<file path="config.mk">
export PLATFORM = sky130hd
export DESIGN_NAME = uart_bus_master
export DESIGN_NICKNAME = d
export VERILOG_FILES = /design/src/rtl/uart_bus_master.sv
export SDC_FILE = /design/constraint.sdc
export NUM_CORES = 1
export LEC_CHECK = 0
export ABC_AREA = 1
export CAP_MARGIN = 20
export CORE_ASPECT_RATIO = 2
export CORE_UTILIZATION = 62
export DETAILED_ROUTE_END_ITERATION = 6
export DONT_BUFFER_PORTS = 1
export HOLD_SLACK_MARGIN = 0.03
export PLACE_DENSITY = 0.77
export RECOVER_POWER = 100
export SLEW_MARGIN = 20
export SYNTH_ARGS = -nofsm -noshare
export SYNTH_HDL_FRONTEND = slang
export SYNTH_SLANG_ARGS = --single-unit
</file>
<file path="constraint.sdc">
create_clock -name clk -period 2.51 [get_ports clk]
set_clock_uncertainty 0.05 [all_clocks]
set_input_delay 0.753 -clock clk [delete_from_list [all_inputs] [get_ports clk]]
set_output_delay 0.753 -clock clk [all_outputs]
set_load 0.005 [all_outputs]
</file>
<file path="src/rtl/uart_bus_master.sv">
// uart_bus_master: configures the UART register port, then polls status and moves bytes
// between the data register and the TX/RX streams. Optional macro: UART_MASTER_IRQ_EN.
module uart_bus_master #(
    parameter int REG_DATA_BITS = 32,
    parameter int DATA_BITS = 8,
    parameter logic [REG_DATA_BITS-1:0] CTRL_INIT = 32'h0000_001F,
    parameter logic [REG_DATA_BITS-1:0] MASK_INIT = 32'h0000_000A,
    parameter int POLL_GAP = 16
) (
    input  logic                     clk,
    input  logic                     rst,
    output logic [1:0]               address,
    output logic                     rd,
    output logic                     wr,
    output logic [REG_DATA_BITS-1:0] wr_data,
    input  logic [REG_DATA_BITS-1:0] rd_data,
    input  logic                     irq,
    input  logic                     tx_valid,
    input  logic [DATA_BITS-1:0]     tx_byte,
    output logic                     tx_ready,
    output logic                     rx_valid,
    output logic [DATA_BITS-1:0]     rx_byte,
    input  logic                     rx_ready,
    output logic                     cfg_done,
    output logic                     rx_err,
    input  logic                     clr_err
);
    localparam int CNT_W = $clog2(POLL_GAP + 1);
    localparam int ST_RX_EMPTY = 6;
    localparam int ST_TX_FULL  = 7;
    localparam int ST_RX_ERR   = 9;

    // CFG_* name the write issued at the next edge; the others name the cycle on the bus now
    typedef enum logic [2:0] {CFG_CTRL, CFG_MASK, WAIT, POLL, RX_READ, TX_WRITE, IRQ_CLR} state_t;

    state_t           state;
    logic [CNT_W-1:0] cnt;
    logic             last_rx;
    logic             rx_pend, tx_pend, serve_rx, serve_tx, decide, irq_wake;

`ifdef UART_MASTER_IRQ_EN
    logic sv_rx, sv_tx;
    always_comb begin
        if (state == IRQ_CLR) begin
            rx_pend = sv_rx && !rx_valid;
            tx_pend = sv_tx && tx_valid;
        end else begin
            rx_pend = !rd_data[ST_RX_EMPTY] && !rx_valid;
            tx_pend = tx_valid && !rd_data[ST_TX_FULL];
        end
    end
    assign decide   = (state == POLL && !irq) || state == IRQ_CLR;
    assign irq_wake = irq;
`else
    logic unused_irq;
    always_comb begin
        rx_pend = !rd_data[ST_RX_EMPTY] && !rx_valid;
        tx_pend = tx_valid && !rd_data[ST_TX_FULL];
    end
    assign decide     = state == POLL;
    assign irq_wake   = 1'b0;
    assign unused_irq = irq;
`endif

    logic unused_status;
    assign unused_status = ^{rd_data[REG_DATA_BITS-1:10], rd_data[8]};

    // Contention alternates; last_rx=0 after reset so RX goes first
    assign serve_rx = rx_pend && (!tx_pend || !last_rx);
    assign serve_tx = tx_pend && !serve_rx;

    always_ff @(posedge clk or posedge rst) begin
        if (rst) begin
            state    <= CFG_CTRL;
            address  <= 2'd0;
            rd       <= 1'b0;
            wr       <= 1'b0;
            wr_data  <= '0;
            tx_ready <= 1'b0;
            rx_valid <= 1'b0;
            rx_byte  <= '0;
            cfg_done <= 1'b0;
            rx_err   <= 1'b0;
            cnt      <= '0;
            last_rx  <= 1'b0;
`ifdef UART_MASTER_IRQ_EN
            sv_rx    <= 1'b0;
            sv_tx    <= 1'b0;
`endif
        end else begin
            rd       <= 1'b0;
            wr       <= 1'b0;
            tx_ready <= 1'b0;
            if (rx_valid && rx_ready)
                rx_valid <= 1'b0;
            if (state == POLL && rd_data[ST_RX_ERR])
                rx_err <= 1'b1;
            else if (clr_err)
                rx_err <= 1'b0;

            case (state)
                CFG_CTRL: begin
                    wr      <= 1'b1;
                    address <= 2'd1;
                    wr_data <= CTRL_INIT;
                    state   <= CFG_MASK;
                end
                CFG_MASK: begin
                    wr       <= 1'b1;
                    address  <= 2'd2;
                    wr_data  <= MASK_INIT;
                    cfg_done <= 1'b1;
                    cnt      <= '0;
                    state    <= WAIT;
                end
                WAIT: begin
                    // cnt counts idle cycles already presented on the bus
                    if (cnt == CNT_W'(POLL_GAP) || irq_wake) begin
                        rd      <= 1'b1;
                        address <= 2'd1;
                        state   <= POLL;
                    end else begin
                        cnt <= cnt + CNT_W'(1);
                    end
                end
                RX_READ: begin
                    rx_byte  <= rd_data[DATA_BITS-1:0];
                    rx_valid <= 1'b1;
                    rd       <= 1'b1;
                    address  <= 2'd1;
                    state    <= POLL;
                end
                TX_WRITE: begin
                    rd      <= 1'b1;
                    address <= 2'd1;
                    state   <= POLL;
                end
                default: ;
            endcase

            if (decide) begin
                if (serve_rx) begin
                    rd      <= 1'b1;
                    address <= 2'd0;
                    last_rx <= 1'b1;
                    state   <= RX_READ;
                end else if (serve_tx) begin
                    wr       <= 1'b1;
                    address  <= 2'd0;
                    wr_data  <= {{(REG_DATA_BITS-DATA_BITS){1'b0}}, tx_byte};
                    tx_ready <= 1'b1;
                    last_rx  <= 1'b0;
                    state    <= TX_WRITE;
                end else begin
                    cnt   <= CNT_W'(1);
                    state <= WAIT;
                end
            end
`ifdef UART_MASTER_IRQ_EN
            if (state == POLL && irq) begin
                wr      <= 1'b1;
                address <= 2'd3;
                wr_data <= '1;
                sv_rx   <= rx_pend;
                sv_tx   <= tx_pend;
                state   <= IRQ_CLR;
            end
`endif
        end
    end
endmodule
</file>
### Yosys cells after proc, flatten, opt, wreduce, memory -nomap -nowiden

Cells that the tools add are included.

* input port bits: 46
* output and inout bits: 48
* register bits after elaboration: 57

* reduce and logical (&&, ||, !) cells: 23
* multiplexer cells: 36
* $add $sub $neg: 1
* equality and inequality tests: 7

Operators with widths (count)
* 2-to-1 mux 32 bit: 3
* case mux 32 bit (2 select lines): 1
* 2-to-1 mux 5 bit: 4
* 2-to-1 mux 1 bit: 16
* 2-to-1 mux 3 bit: 4
* case mux 3 bit (4 select lines): 1
* case mux 5 bit (2 select lines): 1
* 2-to-1 mux 2 bit: 4
* == test 3 x 2 -> 1 bit, second input constant: 2
* == test 3 bit, second input constant: 2
* logical AND 1 bit: 6
* zero test 1 bit: 6
* case mux 2 bit (3 select lines): 1
* nonzero test 2 bit: 3
* adder 5 x 1 -> 5 bit, second input constant: 1
* == test 5 bit, second input constant: 1
* nonzero test 5 bit: 1
* AND reduction 2 bit: 2
* OR reduction 2 bit: 2
* == test 3 x 1 -> 1 bit, second input constant: 1
* zero test 3 bit: 1
* != test 3 bit, second input constant: 1
* OR reduction 3 bit: 1
* case mux 1 bit (2 select lines): 1
* logical OR 1 bit: 1

### Depth between registers and ports, before layout

Gate-level depths: netlist (run 1).

* depth in word-level cells: 10
* gate-level depth with buffers: 10
* gate-level depth less buffers: 10

### Worst setup path after synthesis (run 1)

Ideal clock, no wire load.

* path type: input -> register
* start point: in rd_data[7]
* end point: reg wr_data[1]
* required time: 2344 ps
* cell stages on the path: 7
* path buffers: 1
* setup slack: 954 ps
* library setup time: 116 ps
* arrival: 1390 ps
* path through: inv_1 -> nand2_1 -> nor2_2 -> nand2_4 -> buf_6 -> o21ai_2 -> inv_1

* longest elaborated chain between the ends: 10

Ends and longest elaborated chain
* from (decl): line 16 `input logic [REG_DATA_BITS-1:0] rd_data,`
* zero test 1 bit *: line 58 `tx_pend = tx_valid && !rd_data[ST_TX_FULL];`
* logical AND 1 bit *: line 58
* zero test 1 bit: line 69 `assign serve_rx = rx_pend && (!tx_pend || !last_rx);`
* logical OR 1 bit: line 69
* logical AND 1 bit: line 69
* zero test 1 bit: line 70 `assign serve_tx = tx_pend && !serve_rx;`
* logical AND 1 bit: line 70
* 2-to-1 mux 32 bit: line 147 `end else if (serve_tx) begin`
* 2-to-1 mux 32 bit *: line 142 `if (serve_rx) begin`
* 2-to-1 mux 32 bit *: line 141 `if (decide) begin`
* to (signal assigned): line 150 `wr_data <= {{(REG_DATA_BITS-DATA_BITS){1'b0}}, tx_byte};`
* to (decl): line 15 `output logic [REG_DATA_BITS-1:0] wr_data,`

Every way passes the cells marked *; elsewhere a longest branch is shown, timed or not.
A chain may end at the register's enable or synchronous reset.

### Worst setup path in the final report (run 1)

* start point: reg state[2]
* end point: reg wr_data[0]

* longest elaborated chain between the ends: 5

Ends and longest elaborated chain
* from (decl): line 36 `state_t state;`
* from (signal assigned): line 74 `state <= CFG_CTRL;`
* from (signal assigned): line 106 `state <= CFG_MASK;`
* from (signal assigned): line 114 `state <= WAIT;`
* == test 3 x 1 -> 1 bit or zero test 3 bit (tied branches): line 101 `case (state)`
* case mux 32 bit (2 select lines): line 101
* 2-to-1 mux 32 bit: line 147
* 2-to-1 mux 32 bit: line 142
* 2-to-1 mux 32 bit *: line 141

Marked as above.

==> flow_summary_export.csv, run 1 <==
group,metric,value,unit
outcome,outcome,"complete, no violations",
timing,tns,0,ns
clock_tree,clock-sinks,57,
clock_tree,clk_path_buf_depth,2,
timing,finalCriticalPeriod,1.63,ns
clock_tree,postCtsResizedCells,0,
critical_path,path_delay_family,"simple AND/OR/NAND/NOR gates",
synthesis,yosysWarnings,0,
floorplanning,core,3610,µm²
critical_path,reg2regPathDepth,8,
drt,post-route-drc-count,0,
critical_path,max_stage_delay,0.45,ns
drt,drtPass1Iterations,4,
critical_path,crit_top_cell,"inv_1",
critical_path,crit_fanout,13,
layout,area_growth,9.62,%
timing,tightest_slew,1.01,ns
synthesis,synth.avg_cell_area,8.88,µm²
synthesis,synth_nets,313,
critical_path,worstSetupStartpointType,"flip-flop",
synthesis,ys_top_cells_by_count,"dfrtp_1, nand2_1, inv_1",
clock_tree,postCtsHoldBufs,0,
layout,fin_nets,321,
floorplanning,ioPinCount,94,
synthesis,synth_cell_type_count,20,
timing,slew_violations,0,
global_route,grt_start_max_net_pins,32,
drt,antenna_left,0,
drt,wl_per_cell,12.2,µm
timing,rsz0062_at_grt,"no",
floorplanning,die_w,45.6,µm
synthesis,yosys.area.top_type_share,60.6,%
synthesis,synth_ff_type,"dfrtp_1",
critical_path,path_cells,"inv_1 > nand3_1 > nor2_1 > nand2_4 > inv_1 > nand2_1 > nand2_1 > inv_1",
critical_path,cp.required,2.68,ns
drt,vias_per_cell,5.03,
critical_path,crit_type,"reg2reg",
synthesis,synth_top_area_cell,"dfrtp_1",
synthesis,synth_area_leaders,"dfrtp_1, nand2_1, inv_1",
synthesis,synth-edff-count,0,
clock_tree,cts_inserted_buffers,9,
worst_hold_path,min_path_type,"reg2reg",
clock_tree,cts_tree,"done",
clock_tree,htree_levels,3,
synthesis,synth_area,2350,µm²
clock_tree,clock-root-buffer,"clkbuf_8",
layout,layout-drive-gt1-share,7.91,%
critical_path,crit_cells,8,
clock_tree,clk_pin_slew,0.06,ns
clock_tree,clock_latency,0.32,ns
global_route,antenna_found_initial,0,
layout,n_antenna_cell,0,
global_route,overflow,0,
timing,timing.final.crit_share,65.0,%
synthesis,seq_area_frac_synth,60.6,%
place,dp_hpwl,2.93,mm
layout,fillerInstances,306,
flow_run,cap_viol_max_count,0,
critical_path,worst-path-buf-inv,3,
timing,hold_violations,0,
critical_path,critPathCaptureType,"flip-flop",
synthesis,async_flop_share,100,%
drt,vias,1645,
critical_path,crit_arrival,1.80,ns
floorplanning,initial_core_util,65.2,%
place,numPortBuffers,0,
synthesis,synth_most_common_cell,"dfrtp_1",
floorplanning,row_count,31,
floorplanning,die_height,89.1,µm
drt,drt_iter0_drc,52,
timing,relSlewSlack,32.8,%
synthesis,ys_ff_latch,57,
global_route,grt_pass1_vias,1565,
drt,routed_wl,4.00,mm
power,ir_drop,665,µV
floorplanning,die_area,4060,µm²
global_route,grt_pass1_wl,6.42,mm
critical_path,slowest_stage,"dfrtp_1",
timing,hold_ws,0.423,ns
place,gp_congestion,0.898,
timing,clock.fmax,0.613,GHz
power,power_density,689,nW/µm²
clock_tree,postCtsSetupRepairBufs,0,
worst_hold_path,hold_path_depth,2,
power,p_leak,1.41,nW
timing,setup_viol,0,
synthesis,syn_inst,265,
global_route,grt_use_total,22.5,%
==> metrics by stage <==
step                worst slack [ns]  util (%)  total power [mW]  cells  cell area [µm²]
floorplan                      0.307         -             0.965    265             2350
global placement               0.779      66.4             0.975    311             2400
detailed placement             0.734      66.4             0.976    311             2400
CTS                            0.954      71.9              1.79    327             2590
global route                   0.702      71.5              1.85    327             2580
finish                         0.878      71.5              1.78    327             2580
==> report_power, final <==
| group | internal (mW) | switching (mW) | total, mW | leakage, nW |
|---|---|---|---|---|
| logic | 0.00803 | 0.0245 | 0.0326 | 0.619 |
| clock network | 0.481 | 0.338 | 0.819 | 0.0953 |
| registers | 0.922 | 0.00258 | 0.925 | 0.693 |
==> layout by cell type (no fill, tap or decap), types with 8 or more instances in the layout <==
cell type and count:
inv_1 57, dfrtp_1 57, nand2_1 56, nor2_1 36
nand3_1 22, o21ai_0 12, clkbuf_8 10, a21oi_1 8
==> metal layers <==
metal  up-vias  share of wire, %  global-route usage, %
met5         -                 0                      0
met2        53                55                   39.2
met4         0               2.9                   13.2
met1       768                37                   20.9
li1        813                 -                      -
met3        11               5.3                   8.69
==> worst paths after layout <==
kind / start / end / slack [ns]
worst max register to register: state[2]$_DFFE_PP0P_ / wr_data[0]$_DFF_PP0_ / 0.88
worst max-delay path: state[2]$_DFFE_PP0P_ / wr_data[0]$_DFF_PP0_ / 0.88
worst min register to register: last_rx$_DFFE_PP0P_ / last_rx$_DFFE_PP0P_ / 0.42
min in group asynchronous: rst / tx_ready$_DFF_PP0_ / 0.50
worst min-delay path: last_rx$_DFFE_PP0P_ / last_rx$_DFFE_PP0P_ / 0.42
max in group asynchronous: rst / cnt[3]$_DFF_PP0_ / 1.21
==> layout make-up <==
| type | count | area (µm²) | share of cell area, % |
|---|---|---|---|
| Clock inverter | 5 | 55.1 | 2.13 |
| Sequential cell | 57 | 1430 | 55.3 |
| Clock buffer | 11 | 141 | 5.48 |
| Tap cell | 49 | 61.3 | 2.38 |
| Inverter | 58 | 218 | 8.44 |
| Timing Repair Buffer | 1 | 20.0 | 0.776 |
| Multi-Input combinational cell | 146 | 658 | 25.5 |
==> cells by family (layout without fill, tap and decap cells) <==
family	after synthesis	count (layout)	synth area share [%]
fa+ha+maj	2	2	1.06
flops	57	57	60.6
compound gates	23	23	5.21
buf+inv	62	75	10.9
xor+xnor	1	1	0.372
simple gates	120	120	21.9
==> worst min-delay path: stages, from the launching register on <==
cell and delay, ns:
dfrtp_1 0.34, nand2_1 0.05, nand2_1 0.05
==> flip-flops by register name, summed over array words and instances (netlist names) <==
register  flops
address       2
cfg_done      1
cnt           5
last_rx       1
rd            1
rx_byte       8
rx_err        1
rx_valid      1
state         3
tx_ready      1
wr            1
wr_data      32
Power figures use the tool's default switching activity.
==> run 2, diff against run 1 <==
==> constraint.sdc (replaced) <==
create_clock -name clk -period 1.52 [get_ports clk]
set_clock_uncertainty 0.05 [all_clocks]
set_input_delay 0.456 -clock clk [delete_from_list [all_inputs] [get_ports clk]]
set_output_delay 0.456 -clock clk [all_outputs]
set_load 0.005 [all_outputs]
==> flow_summary_export.csv, run 2 (same netlist as run 1, synthesis figures left out) <==
group,metric,value,unit
outcome,outcome,"complete, no violations",
global_route,grt_use_total,24.3,%
critical_path,critPathCaptureType,"flip-flop",
clock_tree,clock-sinks,57,
floorplanning,die_w,45.6,µm
power,power_density,1060,nW/µm²
flow_run,cap_viol_max_count,0,
clock_tree,clock-root-buffer,"clkbuf_8",
critical_path,crit_arrival,1.59,ns
place,placed_area,2430,µm²
layout,n_antenna_cell,0,
timing,finalCriticalPeriod,1.42,ns
clock_tree,clock_latency,0.33,ns
layout,largest-register,"wr_data",
layout,final_area,2580,µm²
timing,hold_violations,0,
critical_path,crit_top_cell,"inv_1",
floorplanning,row_count,31,
critical_path,crit_type,"reg2reg",
global_route,grt_pass1_vias,1665,
layout,fin_nets,325,
critical_path,slowest_stage,"dfrtp_1",
critical_path,max_stage_delay,0.46,ns
floorplanning,die_height,89.1,µm
layout,final_common_cell,"dfrtp_1",
floorplanning,ioPinCount,94,
layout,multiInputGateArea,683,µm²
drt,antenna_left,0,
clock_tree,htree_levels,3,
global_route,grt_start_max_net_pins,36,
drt,drtPass1Iterations,4,
timing,setup_viol,0,
critical_path,cp.required,1.69,ns
layout,regArea,1430,µm²
floorplanning,core,3610,µm²
place,numPortBuffers,0,
timing,relSlewSlack,70.2,%
drt,drt_iter0_drc,45,
layout,reg_top3,"wr_data: 32 flops, rx_byte: 8 flops, cnt: 5 flops",
place,dp_hpwl,3.07,mm
floorplanning,die_area,4060,µm²
drt,vias_per_cell,5.17,
global_route,overflow,0,
drt,post-route-drc-count,0,
layout,largest_reg_flops,32,
clock_tree,postCtsSetupRepairBufs,0,
layout,fillerInstances,300,
clock_tree,cts_inserted_buffers,9,
global_route,grt_pass1_wl,6.88,mm
critical_path,path_cells,"inv_2 > nand3_2 > inv_1 > nand3_1 > inv_1 > a21oi_1",
layout,layout-drive-gt1-share,10.3,%
power,ir_drop,1160,µV
timing,rsz0062_at_grt,"no",
clock_tree,clk_pin_slew,0.06,ns
timing,clock.fmax,0.704,GHz
worst_hold_path,min_path_type,"in2reg",
critical_path,crit_fanout,7,
timing,slew_violations,0,
drt,routed_wl,4.38,mm
timing,tightest_slew,0.447,ns
clock_tree,cts_tree,"done",
power,p_leak,1.39,nW
drt,wl_per_cell,13.3,µm
place,gp_congestion,0.894,
clock_tree,clk_path_buf_depth,2,
timing,tns,0,ns
layout,area_growth,9.78,%
layout,layout_common_cells,"dfrtp_1, nand2_1, inv_1",
drt,vias,1705,
critical_path,worstSetupStartpointType,"flip-flop",
timing,timing.final.crit_share,93.5,%
global_route,antenna_found_initial,0,
floorplanning,initial_core_util,65.2,%
run 2: changes by cell type in the layout (fill, tap and decap cells not counted), sizes merged:
cell,before,now
bufinv,1,0
clkbuf,11,13
clkinv,2,4
clkinvlp,2,1
dlygate4sd3,0,1
inv,58,57
nand2,59,60
run 2: what timing repair did:
item                       CTS  global route
gates resized for setup      0             3
setup endpoints to repair    0            25
hold buffers                 1             0
hold endpoints to repair     5             0
run 2: critical path: cells and delay by family (launching register included):
| family | cells | cell delay, ns |
|---|---|---|
| simple gates | 2 | 0.28 |
| flops | 1 | 0.46 |
| compound gates | 1 | 0.06 |
| buf+inv | 3 | 0.46 |
run 2: final timing paths:
kind / depth (start not counted) / to / slack (ns) / from
worst max-delay path: 6 / cnt[2]$_DFF_PP0_ / 0.1 / state[2]$_DFFE_PP0P_
worst min-delay path: 1 / rx_valid$_DFFE_PP0P_ / 0.17 / rx_ready
worst max register to register: 6 / cnt[2]$_DFF_PP0_ / 0.1 / state[2]$_DFFE_PP0P_
worst min register to register: 2 / last_rx$_DFFE_PP0P_ / 0.45 / last_rx$_DFFE_PP0P_
max in group asynchronous: 3 / wr_data[14]$_DFF_PP0_ / 0.20 / rst
min in group asynchronous: 2 / wr_data[5]$_DFF_PP0_ / 0.47 / rst
run 2: cell type report:
cell class | count | area share, %
multi-input combinational | 147 | 26.4
timing repair buffer | 4 | 1.16
clock inverter | 4 | 0.775
clock buffer | 11 | 5.47
inverter | 58 | 8.57
sequential | 57 | 55.2
tap | 49 | 2.37
run 2: routing by layer:
layer  vias to the layer above  track usage (%)  share of wire (%)
met3                        12             7.68                5.5
met2                        60             42.6                 57
met4                         0             14.9                2.1
li1                        818                -                  -
met1                       815             23.2                 35
met5                         -                0                  0
run 2: stage by stage:
step | setup WS [ns] | total power, mW | hold slack (ns) | util (%) | std cells
6_report | 0.0993 | 2.74 | 0.167 | 71.6 | 330
2_1_floorplan | 0.261 | 1.59 | 0.393 | - | 265
4_1_cts | 0.0478 | 2.78 | 0.136 | 72.0 | 329
3_5_place_dp | 0.0324 | 1.62 | 0.214 | 67.3 | 313
5_1_grt | 0.00449 | 2.86 | 0.168 | 71.6 | 330
3_3_place_gp | 0.0900 | 1.62 | 0.213 | 67.3 | 313
run 2: report_power, final:
part           total [mW]  internal (mW)  switching [mW]
registers            1.53           1.52         0.00460
logic              0.0541         0.0122          0.0420
clock network        1.16          0.614           0.545
total                2.74           2.15           0.592
==> run 3, diff against run 2 <==
--- a/config.mk
+++ b/config.mk
@@ -6,13 +6,15 @@
 export NUM_CORES = 1
 export LEC_CHECK = 0
 export ABC_AREA = 1
-export CAP_MARGIN = 20
+export CELL_PAD_IN_SITES_DETAIL_PLACEMENT = 0
+export CELL_PAD_IN_SITES_GLOBAL_PLACEMENT = 1
 export CORE_ASPECT_RATIO = 2
-export CORE_UTILIZATION = 62
+export CORE_UTILIZATION = 44
+export CTS_CLUSTER_DIAMETER = 40
 export DETAILED_ROUTE_END_ITERATION = 6
 export DONT_BUFFER_PORTS = 1
 export HOLD_SLACK_MARGIN = 0.03
-export PLACE_DENSITY = 0.77
+export PLACE_DENSITY = 0.76
 export RECOVER_POWER = 100
 export SLEW_MARGIN = 20
 export SYNTH_ARGS = -nofsm -noshare
==> flow_summary_export.csv, run 3 (same netlist as run 1, synthesis figures left out) <==
group,metric,value,unit
outcome,outcome,"complete, no violations",
floorplanning,row_count,37,
power,power_density,1070,nW/µm²
timing,setup_viol,0,
worst_hold_path,hold_path_depth,1,
clock_tree,cts_tree,"done",
layout,layout-drive-gt1-share,11.7,%
power,internal_power,2.18,mW
layout,regArea,1430,µm²
clock_tree,clk_pin_slew,0.07,ns
clock_tree,clock_latency,0.32,ns
layout,n_antenna_cell,0,
layout,final_common_cell,"nand2_1",
floorplanning,core,5140,µm²
clock_tree,clock-sinks,57,
timing,fin_ws,0.150,ns
drt,antenna_left,0,
layout,final_util,51.3,%
place,dpl.cell_count,324,
timing,tightest_slew,0.786,ns
floorplanning,die_height,105,µm
global_route,grt_pass1_wl,7.39,mm
floorplanning,ioPinCount,94,
place,numPortBuffers,0,
drt,routed_wl,4.42,mm
timing,slew_violations,0,
layout,stdcell_count,341,
critical_path,path_cells,"nand3_2 > inv_1 > nand3_1 > inv_1 > a21oi_1",
power,sw_frac_of_total,23.1,%
global_route,grt_use_total,18.6,%
power,power_switching,0.654,mW
timing,timing.final.crit_share,90.1,%
place,placed_area,2450,µm²
timing,hold_violations,0,
floorplanning,die_area,5660,µm²
drt,vias_per_cell,4.75,
critical_path,worstSetupStartpointType,"flip-flop",
drt,post-route-drc-count,0,
global_route,grt_pass1_vias,1535,
layout,largest-register,"wr_data",
drt,wl_per_cell,13.0,µm
critical_path,slowest_stage,"dfrtp_1",
critical_path,cp.required,1.68,ns
layout,fin_nets,326,
worst_hold_path,min_path_type,"in2reg",
layout,multiInputGateArea,673,µm²
global_route,antenna_found_initial,0,
timing,tns,0,ns
layout,largest_reg_flops,32,
flow_run,cap_viol_max_count,0,
power,ir_drop,725,µV
layout,layout_common_cells,"nand2_1, dfrtp_1, inv_1",
place,dp_hpwl,3.18,mm
timing,rsz0062_at_grt,"no",
timing,relSlewSlack,47.3,%
power,pwr-share-clk,43.9,%
power,power_frac_comb,2.1,%
critical_path,crit_arrival,1.52,ns
timing,finalCriticalPeriod,1.37,ns
critical_path,reg2regPathDepth,5,
power,p_leak,1.41,nW
power,pwr-share-seq,54.0,%
clock_tree,cts_inserted_buffers,9,
critical_path,max_stage_delay,0.47,ns
critical_path,crit_top_cell,"inv_1",
layout,area_growth,12.1,%
drt,drt_iter0_drc,69,
layout,fillerInstances,507,
drt,vias,1620,
critical_path,crit_type,"reg2reg",
timing,clock.fmax,0.730,GHz
drt,drtPass1Iterations,4,
clock_tree,htree_levels,3,
layout,reg_top3,"wr_data: 32 flops, rx_byte: 8 flops, cnt: 5 flops",
global_route,grt_start_max_net_pins,26,
place,dp_slack,0.0373,ns
critical_path,critPathCaptureType,"flip-flop",
place,gp_congestion,0.776,
clock_tree,clk_path_buf_depth,2,
floorplanning,initial_core_util,45.8,%
critical_path,crit_fanout,7,
layout,final_area,2640,µm²
clock_tree,clock-root-buffer,"clkbuf_8",
global_route,overflow,0,
floorplanning,die_w,53.7,µm
-- run 3: changes by cell type in the layout (fill, tap and decap cells not counted), sizes merged --
cell,before,now
clkinvlp,1,2
clkbuf,13,10
nand2,60,59
clkinv,4,5
buf,1,5
-- run 3: path summary, 6_finish.rpt --
check	start	to	slack, ns
setup reg to reg	state[1]$_DFFE_PP0P_	cnt[1]$_DFF_PP0_	0.15
min in group asynchronous	rst	address[0]$_DFF_PP0_	0.64
hold / removal	clr_err	rx_err$_DFFE_PP0P_	0.18
hold reg to reg	last_rx$_DFFE_PP0P_	last_rx$_DFFE_PP0P_	0.45
max in group asynchronous	rst	wr_data[14]$_DFF_PP0_	0.16
setup / recovery	state[1]$_DFFE_PP0P_	cnt[1]$_DFF_PP0_	0.15
-- run 3: what timing repair did --
item,4_1_cts,5_1_grt
resized for setup,0,2
setup endpoints to repair,0,3
setup buffers,0,0
hold endpoints to repair,14,0
hold buffers,1,0
-- run 3: final cells by class --
cell class / instances / area share [%]
Sequential cell: 57 / 54.1
Multi-Input combinational cell: 146 / 25.5
Inverter: 58 / 8.30
Clock buffer: 10 / 5.22
Tap cell: 58 / 2.75
Timing Repair Buffer: 6 / 2.42
Clock inverter: 6 / 1.66
-- run 3: per-stage QoR --
stage | hold WS (ns) | power, mW
after floorplan | 0.393 | 1.59
after CTS | 0.148 | 2.88
after detailed placement | 0.301 | 1.62
final | 0.182 | 2.83
after global placement | 0.301 | 1.62
after global routing | 0.165 | 2.97
-- run 3: critical path, delay by kind of cell (launching register included) --
kind	cells	cell delay [ns]
DFF	1	0.47
buffers and inverters	2	0.34
and+or+nand+nor	2	0.34
AOI/OAI and AO/OA	1	0.06
-- run 3: power groups by stage --
stage	Combinational, mW	Sequential [mW]	Clock [mW]
2_1_floorplan	0.0402	1.55	0
3_3_place_gp	0.0641	1.56	0
3_5_place_dp	0.0650	1.56	0
4_1_cts	0.0679	1.53	1.29
5_1_grt	0.0710	1.53	1.38
6_report	0.0596	1.53	1.24
-- run 3: per-layer routing --
metal  vias up  share of wire, %  track usage, %
met5         -                 0               0
met4         0               1.9            9.21
met3         9               5.1            7.36
met2        47                54            29.8
met1       743                39            20.2
li1        821                 -               -
